$ cat src/rtl/av_uart_tx_slave.sv
// rtl/av_uart_tx_slave.sv - Avalon-MM UART transmitter: byte-wide TX FIFO, 8N1 serialiser, status read
module av_uart_tx_slave #(
    parameter logic [31:0] BASE_ADDR    = 32'h108,
    parameter int          CLKS_PER_BIT = 434,
    parameter int          FIFO_DEPTH   = 4
) (
    input  logic        clock,
    input  logic        reset,
    input  logic [31:0] av_address,
    input  logic [31:0] av_writedata,
    input  logic        av_write_n,
    input  logic        av_read_n,
    output logic [31:0] av_readdata,
    output logic        av_waitrequest,
    output logic        uart_tx,
    output logic        tx_busy
);

    // CLKS_PER_BIT >= 2 and FIFO_DEPTH a power of two in 2..16 keep every width below >= 1
    localparam int PTR_W  = $clog2(FIFO_DEPTH);
    localparam int CNT_W  = PTR_W + 1;
    localparam int BAUD_W = $clog2(CLKS_PER_BIT);

    localparam logic [BAUD_W-1:0] BAUD_LAST = BAUD_W'(CLKS_PER_BIT - 1);
    localparam logic [CNT_W-1:0]  CNT_FULL  = CNT_W'(FIFO_DEPTH);

    typedef enum logic [1:0] {
        S_IDLE  = 2'd0,
        S_START = 2'd1,
        S_DATA  = 2'd2,
        S_STOP  = 2'd3
    } state_t;

    // ---------------------------------------------------------------
    // State
    // ---------------------------------------------------------------
    state_t              r_state;
    logic [7:0]          r_mem [FIFO_DEPTH];
    logic [PTR_W-1:0]    r_rd_ptr;
    logic [PTR_W-1:0]    r_wr_ptr;
    logic [CNT_W-1:0]    r_count;
    logic [7:0]          r_shift;
    logic [2:0]          r_bit;
    logic [BAUD_W-1:0]   r_baud;
    logic                r_tx;

    // ---------------------------------------------------------------
    // Combinational nets
    // ---------------------------------------------------------------
    state_t              w_state_next;
    logic                w_sel;
    logic                w_wr_req;
    logic                w_rd_req;
    logic                w_full;
    logic                w_empty;
    logic                w_active;
    logic                w_bit_end;
    logic                w_pop;
    logic                w_push;
    logic [7:0]          w_head;
    logic [7:0]          w_shift_next;
    logic [2:0]          w_bit_next;
    logic [BAUD_W-1:0]   w_baud_next;
    logic                w_tx_next;
    logic [31:0]         w_status;
    logic                w_unused;

    // Only the low byte of a store carries data
    assign w_unused = ^av_writedata[31:8];

    // ---------------------------------------------------------------
    // Bus decode and handshake
    // ---------------------------------------------------------------
    assign w_sel    = (av_address == BASE_ADDR);
    assign w_wr_req = w_sel & ~av_write_n;
    assign w_rd_req = w_sel & ~av_read_n;

    assign w_full   = (r_count == CNT_FULL);
    assign w_empty  = (r_count == '0);
    assign w_active = (r_state != S_IDLE);
    assign w_head   = r_mem[r_rd_ptr];

    // Stall only a store that hits a full FIFO; a pop in the same cycle frees the slot
    assign av_waitrequest = ~(w_wr_req & w_full & ~w_pop);
    assign w_push         = w_wr_req & av_waitrequest;

    assign w_status    = {16'b0, 8'(r_count), 5'b0, w_active, w_empty, w_full};
    // Reset forces the read bus to zero even while a read strobe is present
    assign av_readdata = (w_rd_req & reset) ? w_status : 32'b0;

    assign uart_tx = r_tx;
    assign tx_busy = w_active | ~w_empty;

    assign w_bit_end = (r_baud == BAUD_LAST);

    // ---------------------------------------------------------------
    // TX FIFO
    // ---------------------------------------------------------------

    // Storage array: written on every accepted store, no reset needed
    always_ff @(posedge clock) begin
        if (w_push) begin
            r_mem[r_wr_ptr] <= av_writedata[7:0];
        end
    end

    // Pointers wrap naturally at the power-of-two depth; count tracks occupancy
    always_ff @(posedge clock or negedge reset) begin
        if (!reset) begin
            r_rd_ptr <= '0;
            r_wr_ptr <= '0;
            r_count  <= '0;
        end else begin
            if (w_push) begin
                r_wr_ptr <= r_wr_ptr + PTR_W'(1);
            end
            if (w_pop) begin
                r_rd_ptr <= r_rd_ptr + PTR_W'(1);
            end
            case ({w_push, w_pop})
                2'b10:   r_count <= r_count + CNT_W'(1);
                2'b01:   r_count <= r_count - CNT_W'(1);
                default: r_count <= r_count;
            endcase
        end
    end

    // ---------------------------------------------------------------
    // Serialiser FSM
    // ---------------------------------------------------------------

    // State register
    always_ff @(posedge clock or negedge reset) begin
        if (!reset) begin
            r_state <= S_IDLE;
        end else begin
            r_state <= w_state_next;
        end
    end

    // Next-state logic: STOP chains straight into START when more bytes wait
    always_comb begin
        w_state_next = r_state;
        case (r_state)
            S_IDLE: begin
                if (!w_empty) begin
                    w_state_next = S_START;
                end
            end
            S_START: begin
                if (w_bit_end) begin
                    w_state_next = S_DATA;
                end
            end
            S_DATA: begin
                if (w_bit_end && (r_bit == 3'd7)) begin
                    w_state_next = S_STOP;
                end
            end
            S_STOP: begin
                if (w_bit_end) begin
                    w_state_next = w_empty ? S_IDLE : S_START;
                end
            end
            default: w_state_next = S_IDLE;
        endcase
    end

    // Output logic: FIFO pop, next datapath values and the next line level
    always_comb begin
        w_pop        = 1'b0;
        w_shift_next = r_shift;
        w_bit_next   = r_bit;
        w_baud_next  = w_bit_end ? '0 : (r_baud + BAUD_W'(1));
        w_tx_next    = 1'b1;

        case (r_state)
            S_IDLE: begin
                w_baud_next = '0;
                if (!w_empty) begin
                    w_pop        = 1'b1;
                    w_shift_next = w_head;
                end
            end
            S_START: begin
                w_bit_next = 3'd0;
            end
            S_DATA: begin
                if (w_bit_end) begin
                    w_shift_next = {1'b0, r_shift[7:1]};
                    w_bit_next   = r_bit + 3'd1;
                end
            end
            S_STOP: begin
                if (w_bit_end && !w_empty) begin
                    w_pop        = 1'b1;
                    w_shift_next = w_head;
                end
            end
            default: begin
                w_baud_next = '0;
            end
        endcase

        // Line level is computed from the coming state so the register presents it on entry
        case (w_state_next)
            S_IDLE:  w_tx_next = 1'b1;
            S_START: w_tx_next = 1'b0;
            S_DATA:  w_tx_next = w_shift_next[0];
            S_STOP:  w_tx_next = 1'b1;
            default: w_tx_next = 1'b1;
        endcase
    end

    // Datapath registers: shift register, bit and baud counters, glitch-free line driver
    always_ff @(posedge clock or negedge reset) begin
        if (!reset) begin
            r_shift <= 8'h00;
            r_bit   <= 3'd0;
            r_baud  <= '0;
            r_tx    <= 1'b1;
        end else begin
            r_shift <= w_shift_next;
            r_bit   <= w_bit_next;
            r_baud  <= w_baud_next;
            r_tx    <= w_tx_next;
        end
    end

endmodule

$ cat config.mk
export PLATFORM = sky130hd
export DESIGN_NAME = av_uart_tx_slave
export DESIGN_NICKNAME = d
export VERILOG_FILES = /design/src/rtl/av_uart_tx_slave.sv
export SDC_FILE = /design/constraint.sdc
export NUM_CORES = 1
export LEC_CHECK = 0
export CORE_MARGIN = 5
export CORE_UTILIZATION = 45
export DETAILED_ROUTE_END_ITERATION = 6
export PLACE_DENSITY = 0.78
export REMOVE_ABC_BUFFERS = 1
export SETUP_SLACK_MARGIN = 0.5
export SYNTH_ARGS = -nofsm -noshare
export SYNTH_HDL_FRONTEND = slang
export SYNTH_SLANG_ARGS = --single-unit
$ cat constraint.sdc
create_clock -name clock -period 3 [get_ports clock]
set_input_delay 0.45 -clock clock [delete_from_list [all_inputs] [get_ports clock]]
set_output_delay 0.45 -clock clock [all_outputs]
set_load 0.02 [all_outputs]
==> results of run 1 <==
final timing paths:
check                      cells past startpoint          to  slack [ns]
hold / removal                                 2  r_shift[7]        0.50
hold reg to reg                                2  r_shift[7]        0.50
setup / recovery                              10  r_count[2]        0.52
min in group asynchronous                      2  r_count[2]        0.58
max in group asynchronous                      2     uart_tx        2.09
setup reg to reg                               7     uart_tx        0.56
registers in the layout, summed over array words and instances (netlist names):
signal and cells:
r_rd_ptr 2, r_count 3, r_bit 3, r_mem 32, uart_tx 1, r_baud 9, r_state 2, r_shift 8
r_wr_ptr 2
worst reg2reg max path, stage by stage, from the launching register on:
cell and delay [ns]:
dfrtp_1 0.47, or4b_4 0.63, nor2_4 0.19, a21oi_1 0.12, a211o_1 0.32, ha_1 0.30
nor2_1 0.05, a311oi_1 0.26
kinds of logic after synthesis:
| logic type | synth area share, % |
|---|---|
| mux | 6.87 |
| simple gates | 15.5 |
| flops | 52.0 |
| compound gates | 8.73 |
| xor+xnor | 3.19 |
| buf+inv | 7.29 |
| other cells | 0.114 |
| fa+ha+maj | 6.30 |
routing by layer:
| layer | share of wire (%) | wire length, um | GRT usage (%) | up-vias |
|---|---|---|---|---|
| li1 | - | - | - | 1072 |
| met1 | 41 | 2720 | 18.4 | 1103 |
| met2 | 52 | 3460 | 26.2 | 59 |
| met3 | 4.8 | 322 | 5.60 | 21 |
| met4 | 2.9 | 191 | 5.45 | 0 |
| met5 | 0 | 0 | 0 | - |
cell type report:
| cell class | instances | area, um2 | area share [%] |
|---|---|---|---|
| clock buffers | 11 | 131 | 3.13 |
| clock inverters | 5 | 36.3 | 0.864 |
| inverters | 7 | 26.3 | 0.625 |
| multi-input cells | 190 | 1560 | 37.1 |
| flip-flops and latches | 62 | 1710 | 40.8 |
| well taps | 99 | 124 | 2.95 |
| repair buffers | 69 | 611 | 14.5 |
cell usage in the layout (no fill, tap or decap), types with 3 or more instances in the layout:
| cell | n |
|---|---|
| and2_1 | 7 |
| mux4_2 | 8 |
| nand2_1 | 16 |
| ha_1 | 14 |
| nor3_1 | 3 |
| edfxtp_1 | 32 |
| a21oi_1 | 3 |
| clkdlybuf4s50_1 | 12 |
| dlygate4sd2_1 | 16 |
| clkbuf_8 | 9 |
| and3_1 | 3 |
| clkdlybuf4s15_1 | 11 |
| a22o_1 | 15 |
| buf_2 | 4 |
| buf_4 | 16 |
| xor2_1 | 4 |
| dlymetal6s2s_1 | 5 |
| inv_1 | 7 |
| nor2_1 | 19 |
| nand3_1 | 7 |
| xnor2_1 | 8 |
| conb_1 | 26 |
| clkbuf_2 | 3 |
| nand4_1 | 3 |
| dfrtp_1 | 28 |
| a31oi_1 | 3 |
| o21ai_1 | 3 |
| nor4_2 | 7 |
where the power goes:
group	leakage (nW)	internal (mW)	switching, mW
clock network	0.0776	0.301	0.329
logic	1.02	0.0828	0.0806
registers	0.648	0.948	0.0376
what timing repair did:
action | in CTS | in global routing
hold buffers | 0 | 0
setup endpoints to repair | 11 | 10
setup buffers | 2 | 3
pin swaps | 14 | 17
resized for setup | 64 | 37
endpoints found under the hold margin | 0 | 0
==> results_dict.tcl, run 1 <==
set metrics [dict create \
    end_kind "register" \
    wl_per_cell_um 15.1 \
    cpMaxStageDelayCell "or3_4" \
    cp.required_ns 3.23 \
    critPathLaunch "av_address[16]" \
    num-nets-final 423 \
    status "finished, final reports clean" \
    critPathTopFamily "simple AND/OR/NAND/NOR gates" \
    fin_worst_skew_ns 0.00792 \
    power.density_nw_per_um2 423 \
    final-hold-violation-count 0 \
    synth_area_leaders "edfxtp_1, dfrtp_1, buf_4, ha_1, mux4_2" \
    whs_ns 0.496 \
    synth_top_area_share_pct 29.2 \
    avgSynthCellArea_um2 12.4 \
    worstPathCellList "clkdlybuf4s15_1 -> nor4_2 -> nand4_1 -> or3_4 -> buf_6 -> and2_4 -> fa_2 -> nor4_2 -> mux2i_1 -> xnor2_1" \
    via_per_inst 5.09 \
    die_y_um 95.6 \
    overflow 0 \
    grt_max_degree 31 \
    first_pass_iters 4 \
    max-clock-path-buffers 2 \
    place_ws_ns -0.131 \
    htreeDepth 3 \
    place.gp.congestion 0.791 \
    p_leak_nw 1.74 \
    dieArea_um2 9140 \
    finalCritPeriodShare_pct 82.5 \
    synthFlopType "edfxtp_1" \
    dp.cells 422 \
    rsz0062_at_grt "false" \
    arrival_ns 2.71 \
    hold_class "reg -> reg" \
    yosys_warnings 0 \
    critPathLaunchType "primary input" \
    antenna_cells 0 \
    final-setup-viol-count 0 \
    synth-seq-cells 62 \
    p_total_mw 1.78 \
    start_util_pct 45.9 \
    cts-root-buf "clkbuf_8" \
    cts_buffers 9 \
    critical_path.max_stage_delay_ns 0.40 \
    cts_tree "done" \
    cp_common_cell "nor4_2" \
    critical_path_class "in -> reg" \
    fin_ws_ns 0.524 \
    drtAntennaViolNets 0 \
    slew_headroom_pct 62.2 \
    peakVddDrop_mv 0.342 \
    fillers 572 \
    r2r_start "r_baud[3]" \
    die_w_um 95.6 \
    placement_rows 31 \
    drive_gt1_share_pct 23.5 \
    place_area_um2 3910 \
    clock_sinks 62 \
    fp.coreArea_um2 7180 \
    portBuffers 52 \
    synth-async-reset-ratio_pct 48.4 \
    vias 2255 \
    crit_buf_inv 2 \
    fmax_mhz 404 \
    drc 0 \
    design_area_um2 4200 \
    grt_pass1_wl_um 10700 \
    synth_area_um2 3300 \
    synth_top_area_cell "edfxtp_1" \
    final_max_slew_viol_count 0 \
    stdcell_count 443 \
    clock_latency_ns 0.34 \
    synth.yosys.seq_area_share_pct 52.0 \
    final_core_util_pct 58.6 \
    tightest_slew_ns 0.567 \
    path_clk_slew_ns 0.07 \
    area_growth_pct 27.5 \
    hold_start "r_shift[7]" \
    drv_cap 0 \
    track_usage_pct 15.6 \
    synth.most_common_cell "edfxtp_1" \
    place_hpwl_um 4860 \
    drtIter0Drc 93 \
    pin_count 103 \
    netlist_instances 265 \
    synth_commonest_cells "edfxtp_1, dfrtp_1, buf_4, nor2_1, nand2_1" \
    synth_cell_types 53 \
    antenna_found_initial 0 \
    period_needed_ns 2.48 \
    crit_fanout 2 \
    fin_setup_tns_ns 0 \
    grt_pass1_vias 2273 \
    synth_edf_count 32 \
    postRouteWirelength_um 6700 \
]
Note: power is estimated with default switching activity, not from simulation.
==> run 2: changes to the inputs <==
Clock period 3 ns to 2.4 ns, I/O delays scaled along.
==> run 2 against run 1 <==
  * Total power increased by 41%
  * Clock skew increased by 0.0036 ns
  * Sequential share of layout area decreased by 3.8 points
  * Non-clock buffer count increased by 33
  * Via count increased by 6.9%
  * Routed wire length increased by 13%
  * Clock-buffer cell count decreased by 2
  * Cell count increased by 7.4%
  * Hold slack got worse by 0.020 ns
  * Combinational power increased by 47%
  * Sequential power increased by 26%
  * Critical path depth decreased by 6
  * Largest cell class unchanged
==> results_dict.tcl, run 2 (synthesized netlist as in run 1, its figures left out) <==
set metrics [dict create \
    grt_max_degree 31 \
    p_total_mw 2.50 \
    die_y_um 95.6 \
    drive_gt1_share_pct 41.9 \
    postCtsHoldBufs 0 \
    dieArea_um2 9140 \
    postRouteWirelength_um 7590 \
    max-clock-path-buffers 2 \
    place_hpwl_um 5280 \
    drtIter0Drc 83 \
    first_pass_iters 4 \
    num-nets-final 456 \
    period_needed_ns 2.31 \
    fp.coreArea_um2 7180 \
    area_growth_pct 40.5 \
    place_ws_ns -0.523 \
    timing.rr.end "uart_tx" \
    reg2reg_setup_slack_ns 0.13 \
    largest_reg_flops 32 \
    p_leak_nw 1.93 \
    end_kind "output port" \
    critPathLaunchType "register" \
    rsz0062_at_grt "true" \
    peakVddDrop_mv 0.520 \
    grt_pass1_wl_um 11900 \
    fin_ws_ns 0.0912 \
    tightest_slew_ns 0.503 \
    placement_rows 31 \
    drc 0 \
    path_clk_slew_ns 0.07 \
    pin_count 103 \
    power.density_nw_per_um2 540 \
    hold_class "in -> async" \
    cpMaxStageDelayCell "dfrtp_2" \
    overflow 0 \
    htreeDepth 3 \
    crit_fanout 7 \
    via_per_inst 5.06 \
    arrival_ns 1.95 \
    fmax_mhz 433 \
    antenna_found_initial 0 \
    final-hold-violation-count 0 \
    layout_common_cells "buf_4, edfxtp_1, dfrtp_1" \
    final_max_slew_viol_count 0 \
    clock_sinks 62 \
    critPathTopFamily "buffers and inverters" \
    crit_buf_inv 2 \
    die_w_um 95.6 \
    status "finished, final reports clean" \
    final_common_cell "buf_4" \
    cts_tree "done" \
    slew_headroom_pct 66.5 \
    drtAntennaViolNets 0 \
    cts-root-buf "clkbuf_8" \
    whs_ns 0.476 \
    worstRegToRegCells 11 \
    start_util_pct 45.9 \
    antenna_cells 0 \
    portBuffers 52 \
    drv_cap 0 \
    fillers 497 \
    wl_per_cell_um 15.9 \
    finalCritPeriodShare_pct 96.2 \
    critical_path.max_stage_delay_ns 0.47 \
    worstPathCellList "nor3_2 -> buf_4 -> nand2_1 -> dlygate4sd2_1" \
    regMostFlops "r_mem" \
    fin_worst_skew_ns 0.0116 \
    clock_latency_ns 0.34 \
    place.gp.congestion 0.813 \
    track_usage_pct 16.9 \
    cp.required_ns 2.04 \
    cts_buffers 9 \
    grt_pass1_vias 2512 \
    vias 2410 \
    critical_path_class "reg -> out" \
    r2r_start "r_baud[1]" \
    reg_top3 "r_mem: 32 flops, r_baud: 9 flops, r_shift: 8 flops" \
    final-setup-viol-count 0 \
]
==> run 2: cell types whose count changed in the layout (fill, tap and decap cells not counted), moves of 4 or more <==
cell             previous run  this run
buf_4                      16        42
buf_6                       2        20
dlygate4sd2_1              16         3
buf_2                       4        16
and2_1                      7         2
and2_4                      1         6
dlymetal6s2s_1              5         0
clkdlybuf4s15_1            11         7
==> run 2: area by class of cell <==
cell class,instances,area (um2),area share (%)
inverter,7,26.3,0.567
sequential,62,1720,37.0
clock buffer,9,124,2.67
clock inverter,7,96.3,2.08
tap,99,124,2.67
multi-input combinational,190,1700,36.7
timing repair buffer,102,847,18.3
==> run 2: worst max-delay path by stage <==
stage / slack (ns) / from / cells past startpoint / end
after floorplan: -0.03 / r_baud[0] / 9 / r_count[2]
after global placement: -0.43 / av_address[17] / 6 / av_waitrequest
after detailed placement: -0.52 / av_address[5] / 6 / av_waitrequest
after CTS: 0.15 / r_baud[1] / 11 / uart_tx
after global routing: 0.02 / r_count[0] / 4 / tx_busy
final: 0.09 / r_count[0] / 4 / tx_busy
==> run 2: layer usage <==
| metal | part of all wire, % | global-route usage, % | up-vias |
|---|---|---|---|
| li1 | - | - | 1146 |
| met1 | 39 | 20.0 | 1186 |
| met2 | 55 | 30.5 | 66 |
| met3 | 4.7 | 4.10 | 12 |
| met4 | 1.5 | 4.62 | 0 |
| met5 | 0 | 0 | - |
==> run 2: report_power, final <==
part | total [mW] | switching, mW | internal, mW
sequential | 1.24 | 0.0554 | 1.18
combinational | 0.240 | 0.115 | 0.125
clock | 1.02 | 0.434 | 0.588
==> run 2: metrics by stage <==
stage | setup TNS (ns) | cell area, um2 | std cells | utilization (%)
final | 0 | 4630 | 476 | 64.6
after global routing | 0 | 4630 | 476 | 64.6
after CTS | 0 | 4480 | 469 | 62.4
after detailed placement | -8.79 | 4080 | 445 | 56.9
after global placement | -5.34 | 4080 | 445 | 56.9
after floorplan | -0.0279 | 3180 | 259 | -
==> run 2: timing repair <==
action,4_1_cts,5_1_grt
resized for setup,177,31
hold endpoints to repair,0,0
setup endpoints to repair,54,55
pin swaps,25,23
buffers inserted,8,7
